File: src/rtl/pearson_pkg.sv
// Shared types and the default Pearson permutation table for the streaming hash engine.
// The table is generated from a bijective byte map, so every entry is a permutation of 0..255.
package pearson_pkg;

  typedef logic [7:0] lane_t;

  typedef enum logic [1:0] {
    ST_IDLE   = 2'd0,
    ST_ABSORB = 2'd1,
    ST_DONE   = 2'd2
  } state_e;

  typedef logic [255:0][7:0] tbl_t;

  // Odd multiply plus offset is a bijection mod 256; rotate and xor keep it one.
  function automatic lane_t perm_entry(input int x);
    lane_t v;
    v = 8'(x * 167 + 13);
    return {v[4:0], v[7:5]} ^ 8'h5A;
  endfunction

  function automatic tbl_t gen_table();
    tbl_t t;
    for (int x = 0; x < 256; x++) t[8'(x)] = perm_entry(x);
    return t;
  endfunction

  localparam tbl_t PEARSON_T = gen_table();

endpackage

File: src/rtl/pearson_hash_stream_if.sv
// Byte-in / digest-out handshake bundle for pearson_hash_stream.
// master = producer/consumer side, slave = hash engine.
interface pearson_hash_stream_if #(
  parameter int LANES   = 4,
  parameter int MAX_LEN = 80
);
  localparam int LW = $clog2(MAX_LEN + 1);

  logic               in_valid;
  logic               in_ready;
  logic [7:0]         in_byte;
  logic               in_last;
  logic               out_valid;
  logic               out_ready;
  logic [8*LANES-1:0] out_hash;
  logic [LW-1:0]      out_len;
  logic               out_err;

  modport master (
    output in_valid, in_byte, in_last, out_ready,
    input  in_ready, out_valid, out_hash, out_len, out_err
  );

  modport slave (
    input  in_valid, in_byte, in_last, out_ready,
    output in_ready, out_valid, out_hash, out_len, out_err
  );
endinterface

File: src/rtl/pearson_lane.sv
// One Pearson lane: forms the table index (seed or running hash, xor byte) and
// registers the looked-up entry on every accepted byte. Table read lives in the top.
module pearson_lane
  import pearson_pkg::*;
#(
  parameter int LANE_ID = 0
) (
  input  logic  clk,
  input  logic  reset_n,
  input  logic  i_acc,
  input  logic  i_first,
  input  lane_t i_byte,
  input  lane_t i_tval,
  output lane_t o_idx,
  output lane_t o_h
);
  localparam lane_t SEED = lane_t'(LANE_ID);

  lane_t r_h;

  // First byte of a message is keyed by the lane number, not the stale hash.
  assign o_idx = (i_first ? SEED : r_h) ^ i_byte;
  assign o_h   = r_h;

  always_ff @(posedge clk) begin
    if (!reset_n)   r_h <= '0;
    else if (i_acc) r_h <= i_tval;
  end
endmodule

File: src/rtl/pearson_hash_stream.sv
// Streaming multi-lane Pearson hash: one byte/cycle in, 8*LANES-bit digest out the cycle after the last byte.
// PEARSON_TBL_WR_EN: table becomes a writable register array (writes honoured only in IDLE).
module pearson_hash_stream
  import pearson_pkg::*;
#(
  parameter int LANES   = 4,
  parameter int MAX_LEN = 80
) (
  input  logic                        clk,
  input  logic                        reset_n,
  pearson_hash_stream_if.slave        bus
`ifdef PEARSON_TBL_WR_EN
  ,
  input  logic                        tbl_we,
  input  logic [7:0]                  tbl_addr,
  input  logic [7:0]                  tbl_data
`endif
);
  localparam int LW = $clog2(MAX_LEN + 1);

  state_e            r_state;
  logic [LW-1:0]     r_len;
  logic              r_err;
  logic              w_acc;
  logic              w_first;
  logic              w_done;
  logic [8*LANES-1:0] w_hash;
  lane_t             w_idx  [LANES];
  lane_t             w_tval [LANES];
  lane_t             w_h    [LANES];

  assign w_done       = (r_state == ST_DONE);
  assign w_first      = (r_state == ST_IDLE);
  assign bus.in_ready = ~w_done;
  assign w_acc        = bus.in_valid & ~w_done;

`ifdef PEARSON_TBL_WR_EN
  lane_t r_tbl [256];

  // Registered table: a same-cycle write and lookup sees the old entry.
  always_ff @(posedge clk) begin
    if (!reset_n) begin
      for (int k = 0; k < 256; k++) r_tbl[8'(k)] <= PEARSON_T[8'(k)];
    end else if (tbl_we && w_first) begin
      r_tbl[tbl_addr] <= tbl_data;
    end
  end
`endif

  for (genvar g = 0; g < LANES; g++) begin : g_lane
`ifdef PEARSON_TBL_WR_EN
    assign w_tval[g] = r_tbl[w_idx[g]];
`else
    assign w_tval[g] = PEARSON_T[w_idx[g]];
`endif
    assign w_hash[8*g +: 8] = w_h[g];

    pearson_lane #(.LANE_ID(g)) u_lane (
      .clk     (clk),
      .reset_n (reset_n),
      .i_acc   (w_acc),
      .i_first (w_first),
      .i_byte  (bus.in_byte),
      .i_tval  (w_tval[g]),
      .o_idx   (w_idx[g]),
      .o_h     (w_h[g])
    );
  end

  always_ff @(posedge clk) begin
    if (!reset_n) begin
      r_state <= ST_IDLE;
      r_len   <= '0;
      r_err   <= 1'b0;
    end else begin
      case (r_state)
        ST_IDLE: if (w_acc) begin
          r_len   <= LW'(1);
          r_err   <= 1'b0;
          r_state <= bus.in_last ? ST_DONE : ST_ABSORB;
        end
        ST_ABSORB: if (w_acc) begin
          // Saturate the count and latch the overflow; the hash keeps absorbing.
          if (r_len == LW'(MAX_LEN)) r_err <= 1'b1;
          else                       r_len <= r_len + LW'(1);
          if (bus.in_last) r_state <= ST_DONE;
        end
        ST_DONE: if (bus.out_ready) begin
          r_state <= ST_IDLE;
          r_err   <= 1'b0;
        end
        default: r_state <= ST_IDLE;
      endcase
    end
  end

  assign bus.out_valid = w_done;
  assign bus.out_hash  = w_done ? w_hash : '0;
  assign bus.out_len   = w_done ? r_len  : '0;
  assign bus.out_err   = w_done & r_err;
endmodule

File: src/flat_wrapper.sv
// flat-port wrapper written by rule: the top's interface ports become plain ports
module pearson_hash_stream_flat import pearson_pkg::*;
#(
  parameter int LANES   = 4,
  parameter int MAX_LEN = 80
)
  (clk, reset_n, bus_in_valid, bus_in_byte, bus_in_last, bus_out_ready, bus_in_ready, bus_out_valid, bus_out_hash, bus_out_len, bus_out_err);
  pearson_hash_stream_if #(.LANES(LANES), .MAX_LEN(MAX_LEN)) bus_i ();
  input  logic clk;
  input  logic reset_n;
  input wire logic [$bits(bus_i.in_valid)-1:0] bus_in_valid;
  input wire logic [$bits(bus_i.in_byte)-1:0] bus_in_byte;
  input wire logic [$bits(bus_i.in_last)-1:0] bus_in_last;
  input wire logic [$bits(bus_i.out_ready)-1:0] bus_out_ready;
  output wire logic [$bits(bus_i.in_ready)-1:0] bus_in_ready;
  output wire logic [$bits(bus_i.out_valid)-1:0] bus_out_valid;
  output wire logic [$bits(bus_i.out_hash)-1:0] bus_out_hash;
  output wire logic [$bits(bus_i.out_len)-1:0] bus_out_len;
  output wire logic [$bits(bus_i.out_err)-1:0] bus_out_err;
  assign bus_i.in_valid = bus_in_valid;
  assign bus_i.in_byte = bus_in_byte;
  assign bus_i.in_last = bus_in_last;
  assign bus_i.out_ready = bus_out_ready;
  assign bus_in_ready = bus_i.in_ready;
  assign bus_out_valid = bus_i.out_valid;
  assign bus_out_hash = bus_i.out_hash;
  assign bus_out_len = bus_i.out_len;
  assign bus_out_err = bus_i.out_err;
  pearson_hash_stream #(.LANES(LANES), .MAX_LEN(MAX_LEN)) u_core (.clk(clk), .reset_n(reset_n), .bus(bus_i));
endmodule
File: config.mk
export PLATFORM = sky130hd
export DESIGN_NAME = pearson_hash_stream_flat
export DESIGN_NICKNAME = d
export VERILOG_FILES = /design/src/rtl/pearson_pkg.sv /design/src/rtl/pearson_hash_stream_if.sv /design/src/rtl/pearson_lane.sv /design/src/rtl/pearson_hash_stream.sv /design/src/flat_wrapper.sv
export SDC_FILE = /design/constraint.sdc
export NUM_CORES = 1
export LEC_CHECK = 0
export CAP_MARGIN = 20
export CORE_MARGIN = 3
export CORE_UTILIZATION = 64
export DETAILED_ROUTE_END_ITERATION = 6
export HOLD_SLACK_MARGIN = 0.06
export PLACE_DENSITY = 0.95
export SYNTH_ARGS = -nofsm -noshare
export SYNTH_HDL_FRONTEND = slang
export SYNTH_HIERARCHICAL = 1
export SYNTH_SLANG_ARGS = --single-unit
File: constraint.sdc
create_clock -name clk -period 11.2 [get_ports clk]
set_input_delay 2.24 -clock clk [delete_from_list [all_inputs] [get_ports clk]]
set_output_delay 2.24 -clock clk [all_outputs]
set_load 0.1 [all_outputs]
==> run_results.csv <==
group,metric,value,unit
sta,hold_violations,0,
worst_setup_path,ff2ff_setup_slack,6940,ps
power,vdd.ir_drop.worst,76.4,µV
clock_network,clock-root-buffer,"sky130_fd_sc_hd__clkbuf_8",
drt,wire_per_inst,18.7,µm
outcome,status,"complete, no violations",
power,finalPower,764,µW
power,seqPwrFrac,0.234,
worst_setup_path,worstPathCellList,"clkdlybuf4s50_1 > xnor2_1 > inv_1 > ha_1 > nand2b_1 > o21ai_1 > mux4_2 > mux2i_1 > o2bb2ai_1 > mux2i_1 > nor2b_1",
sta,worst_hold_slack,526,ps
yosys,synth.yosys.warnings,6,
clock_network,cts_resized,0,
sta,fin_skew,12.7,ps
global_route,first_pass_grt_wire_length,26900,µm
clock_network,cts_setup_buffers,0,
floorplan,core_area,0.00842,mm²
worst_setup_path,worstSetupEndpointType,"register",
power,internal-power,428,µW
drt,drt_first_iter_violations,592,
clock_network,tritoncts,"done",
placed_design,gpl.final_weighted_congestion,0.956,
worst_setup_path,crit_path_most_repeated_cell,"sky130_fd_sc_hd__mux2i_1",
job,cap_violations,0,
worst_setup_path,cp_max_stage_cell,"sky130_fd_sc_hd__xnor2_1",
yosys,syn-mean-instance-area,7.65,µm²
worst_setup_path,cp.arrival,6200,ps
clock_network,ctsLongestPathBuffers,2,
finish,area_growth_syn_to_layout,13.1,%
worst_setup_path,timing.reg2reg.worst_path_depth,13,
floorplan,ioPinCount,55,
yosys,netlist_area,0.00568,mm²
clock_network,holdBufCountCts,0,
power,logic_gate_share_of_total_power,0.568,
sta,period_minus_slack,5990,ps
drt,via_density_per_instance,6.63,
finish,antenna_cells,0,
sta,post-route-period-util,0.535,
worst_setup_path,path_delay_family,"XOR/XNOR gates",
clock_network,clkSlewWorstSetupHoldPaths,100,ps
clock_network,h-tree-depth,2,
drt,ant_nets,0,
floorplan,die_area,0.0100,mm²
global_route,largest_net_degree_at_the_start_of_global_routing,42,
drt,detailroute.via_count,5829,
power,power.share.clock,0.198,
sta,setup_viol,0,
sta,timing.slew.headroom,0.271,
hold_path,hold_start,"u_core/g_lane[3].u_lane/o_h[7]$_SDFFE_PN0P_",
global_route,grt_antenna_before_repair,0,
worst_setup_path,crit_path_max_fanout,17,
sta,fin_tns_setup,0,ps
clock_network,clkLatencyLatePin,310,ps
global_route,grt.overflow.total,0,
worst_setup_path,critical_path_class,"input port to register",
drt,detail_route.wirelength,16400,µm
worst_setup_path,timing.critical_path.buf_inv,2,
power,total_leakage_power,2.57,nW
floorplan,chipWidth,100,µm
global_route,global_route.usage.total,0.319,
worst_setup_path,cp_data_required_time,11410,ps
worst_setup_path,timing.rr.start,"u_core/r_state[0]$_SDFFE_PN0P_",
floorplan,dieHeight,100,µm
finish,final_net_count,822,
sta,rsz0062_at_grt,"no",
finish,layout-drive-gt1-share,0.0788,
drt,drt_drc_violations_left,0,
hold_path,hold_path_end,"u_core/g_lane[3].u_lane/o_h[7]$_SDFFE_PN0P_",
sta,max_slew.worst_pin.slew,1090,ps
global_route,number_of_global_route_vias_before_repair,5494,
finish,final.fill_count,522,
power,power.share.switching,0.440,
placed_design,dp_hpwl,10900,µm
clock_network,cts_sinks,42,
hold_path,hold_path_stages,2,
hold_path,hold_class,"register to register",
sta,slew_viol_final,0,
yosys,synthCells,743,
power,power_density_cells,119,mW/mm²
worst_setup_path,critical_path.reg2reg.endpoint,"u_core/g_lane[3].u_lane/o_h[2]$_SDFFE_PN0P_",
power,switching_power_summed_over_all_nets,336,µW
sta,maxClockFrequency,0.167,GHz
worst_setup_path,start_kind,"input port",
placed_design,place.port_buffers,53,
clock_network,cts_inserted_buffers,5,
yosys,mappedNetlistNets,792,
floorplan,initial_core_util,0.675,
floorplan,floorplan.rows,33,
worst_setup_path,crit_path_max_incr_delay,930,ps
drt,detailedRoute.firstPassIterationCount,6,
[worst register-to-register path, delay by kind of cell (launching register included)]
kind	cells	cell delay, ps
multiplexers	2	570
flip-flops	1	390
XOR/XNOR	1	850
AO/OA/AOI/OAI	3	560
adder cells (fa/ha/maj)	1	490
buffers and inverters	2	600
AND/OR/NAND/NOR	4	750
[registers in the layout, indices dropped and copies added, names as in the netlist]
name                      flops
u_core/g_lane.u_lane/o_h     32
u_core/r_len                  7
u_core/r_state                2
u_core/r_err                  1
[layout make-up]
| cell class | count | area (µm²) | area share |
|---|---|---|---|
| Clock inverter | 3 | 68.8 | 0.0107 |
| Sequential cell | 42 | 841 | 0.131 |
| Timing Repair Buffer | 75 | 736 | 0.114 |
| Inverter | 35 | 131 | 0.0204 |
| Multi-Input combinational cell | 614 | 4450 | 0.692 |
| Tap cell | 105 | 131 | 0.0204 |
| Clock buffer | 5 | 68.8 | 0.0107 |
[power by group through the flow]
stage	sequential, mW	combinational [mW]	clock (mW)
after floorplan	0.176	0.334	0
after global placement	0.180	0.390	0
after detailed placement	0.181	0.412	0
after CTS	0.178	0.419	0.150
after global routing	0.180	0.470	0.158
final	0.179	0.434	0.151
[worst max-delay path by stage]
| stage | from | to | slack, ps | depth (start not counted) |
|---|---|---|---|---|
| 6_report | bus_in_byte[0] | u_core/g_lane[0].u_lane/o_h[2]$_SDFFE_PN0P_ | 5210 | 11 |
| 2_1_floorplan | u_core/r_state[0]$_SDFFE_PN0P_ | bus_out_hash[26] | 5790 | 5 |
| 3_5_place_dp | bus_in_byte[0] | u_core/g_lane[0].u_lane/o_h[2]$_SDFFE_PN0P_ | 5020 | 11 |
| 5_1_grt | bus_in_byte[0] | u_core/g_lane[0].u_lane/o_h[2]$_SDFFE_PN0P_ | 5100 | 11 |
| 4_1_cts | bus_in_byte[0] | u_core/g_lane[0].u_lane/o_h[2]$_SDFFE_PN0P_ | 5350 | 11 |
| 3_3_place_gp | bus_in_byte[0] | u_core/g_lane[0].u_lane/o_h[2]$_SDFFE_PN0P_ | 5240 | 11 |
[per-stage QoR]
| step | std cells | cell area, µm² | worst slack [ps] | util |
|---|---|---|---|---|
| 6_report | 879 | 6430 | 5210 | 0.763 |
| 5_1_grt | 879 | 6430 | 5100 | 0.763 |
| 4_1_cts | 875 | 6360 | 5350 | 0.755 |
| 3_5_place_dp | 867 | 6220 | 5020 | 0.738 |
| 3_3_place_gp | 866 | 6210 | 5240 | 0.737 |
| 2_1_floorplan | 743 | 5680 | 5790 | - |
[layer usage]
metal | global-route usage | vias up | share of wire
met2 | 0.540 | 370 | 0.48
met5 | 0 | - | 0
li1 | - | 2689 | -
met1 | 0.410 | 2698 | 0.39
met4 | 0.130 | 0 | 0.037
met3 | 0.0396 | 72 | 0.092
[layout by cell type, fill, tap and decap left out, types with 7 or more instances in the layout]
| cell | n |
|---|---|
| sky130_fd_sc_hd__ha_1 | 36 |
| sky130_fd_sc_hd__or2_2 | 7 |
| sky130_fd_sc_hd__mux2i_1 | 39 |
| sky130_fd_sc_hd__and2_1 | 42 |
| sky130_fd_sc_hd__dfxtp_1 | 42 |
| sky130_fd_sc_hd__nand2_1 | 40 |
| sky130_fd_sc_hd__clkdlybuf4s50_1 | 53 |
| sky130_fd_sc_hd__o21a_1 | 8 |
| sky130_fd_sc_hd__mux4_2 | 7 |
| sky130_fd_sc_hd__nor2_1 | 38 |
| sky130_fd_sc_hd__inv_1 | 33 |
| sky130_fd_sc_hd__o21ai_0 | 42 |
| sky130_fd_sc_hd__xor2_1 | 11 |
| sky130_fd_sc_hd__o211ai_1 | 12 |
| sky130_fd_sc_hd__nand3_1 | 16 |
| sky130_fd_sc_hd__a31oi_1 | 7 |
| sky130_fd_sc_hd__a211oi_1 | 15 |
| sky130_fd_sc_hd__a21boi_0 | 10 |
| sky130_fd_sc_hd__nand2b_1 | 50 |
| sky130_fd_sc_hd__o22ai_1 | 7 |
| sky130_fd_sc_hd__xnor2_1 | 28 |
| sky130_fd_sc_hd__a21oi_1 | 35 |
| sky130_fd_sc_hd__buf_4 | 20 |
| sky130_fd_sc_hd__nor2b_1 | 52 |
No activity file was read; power rests on OpenSTA's default activity.
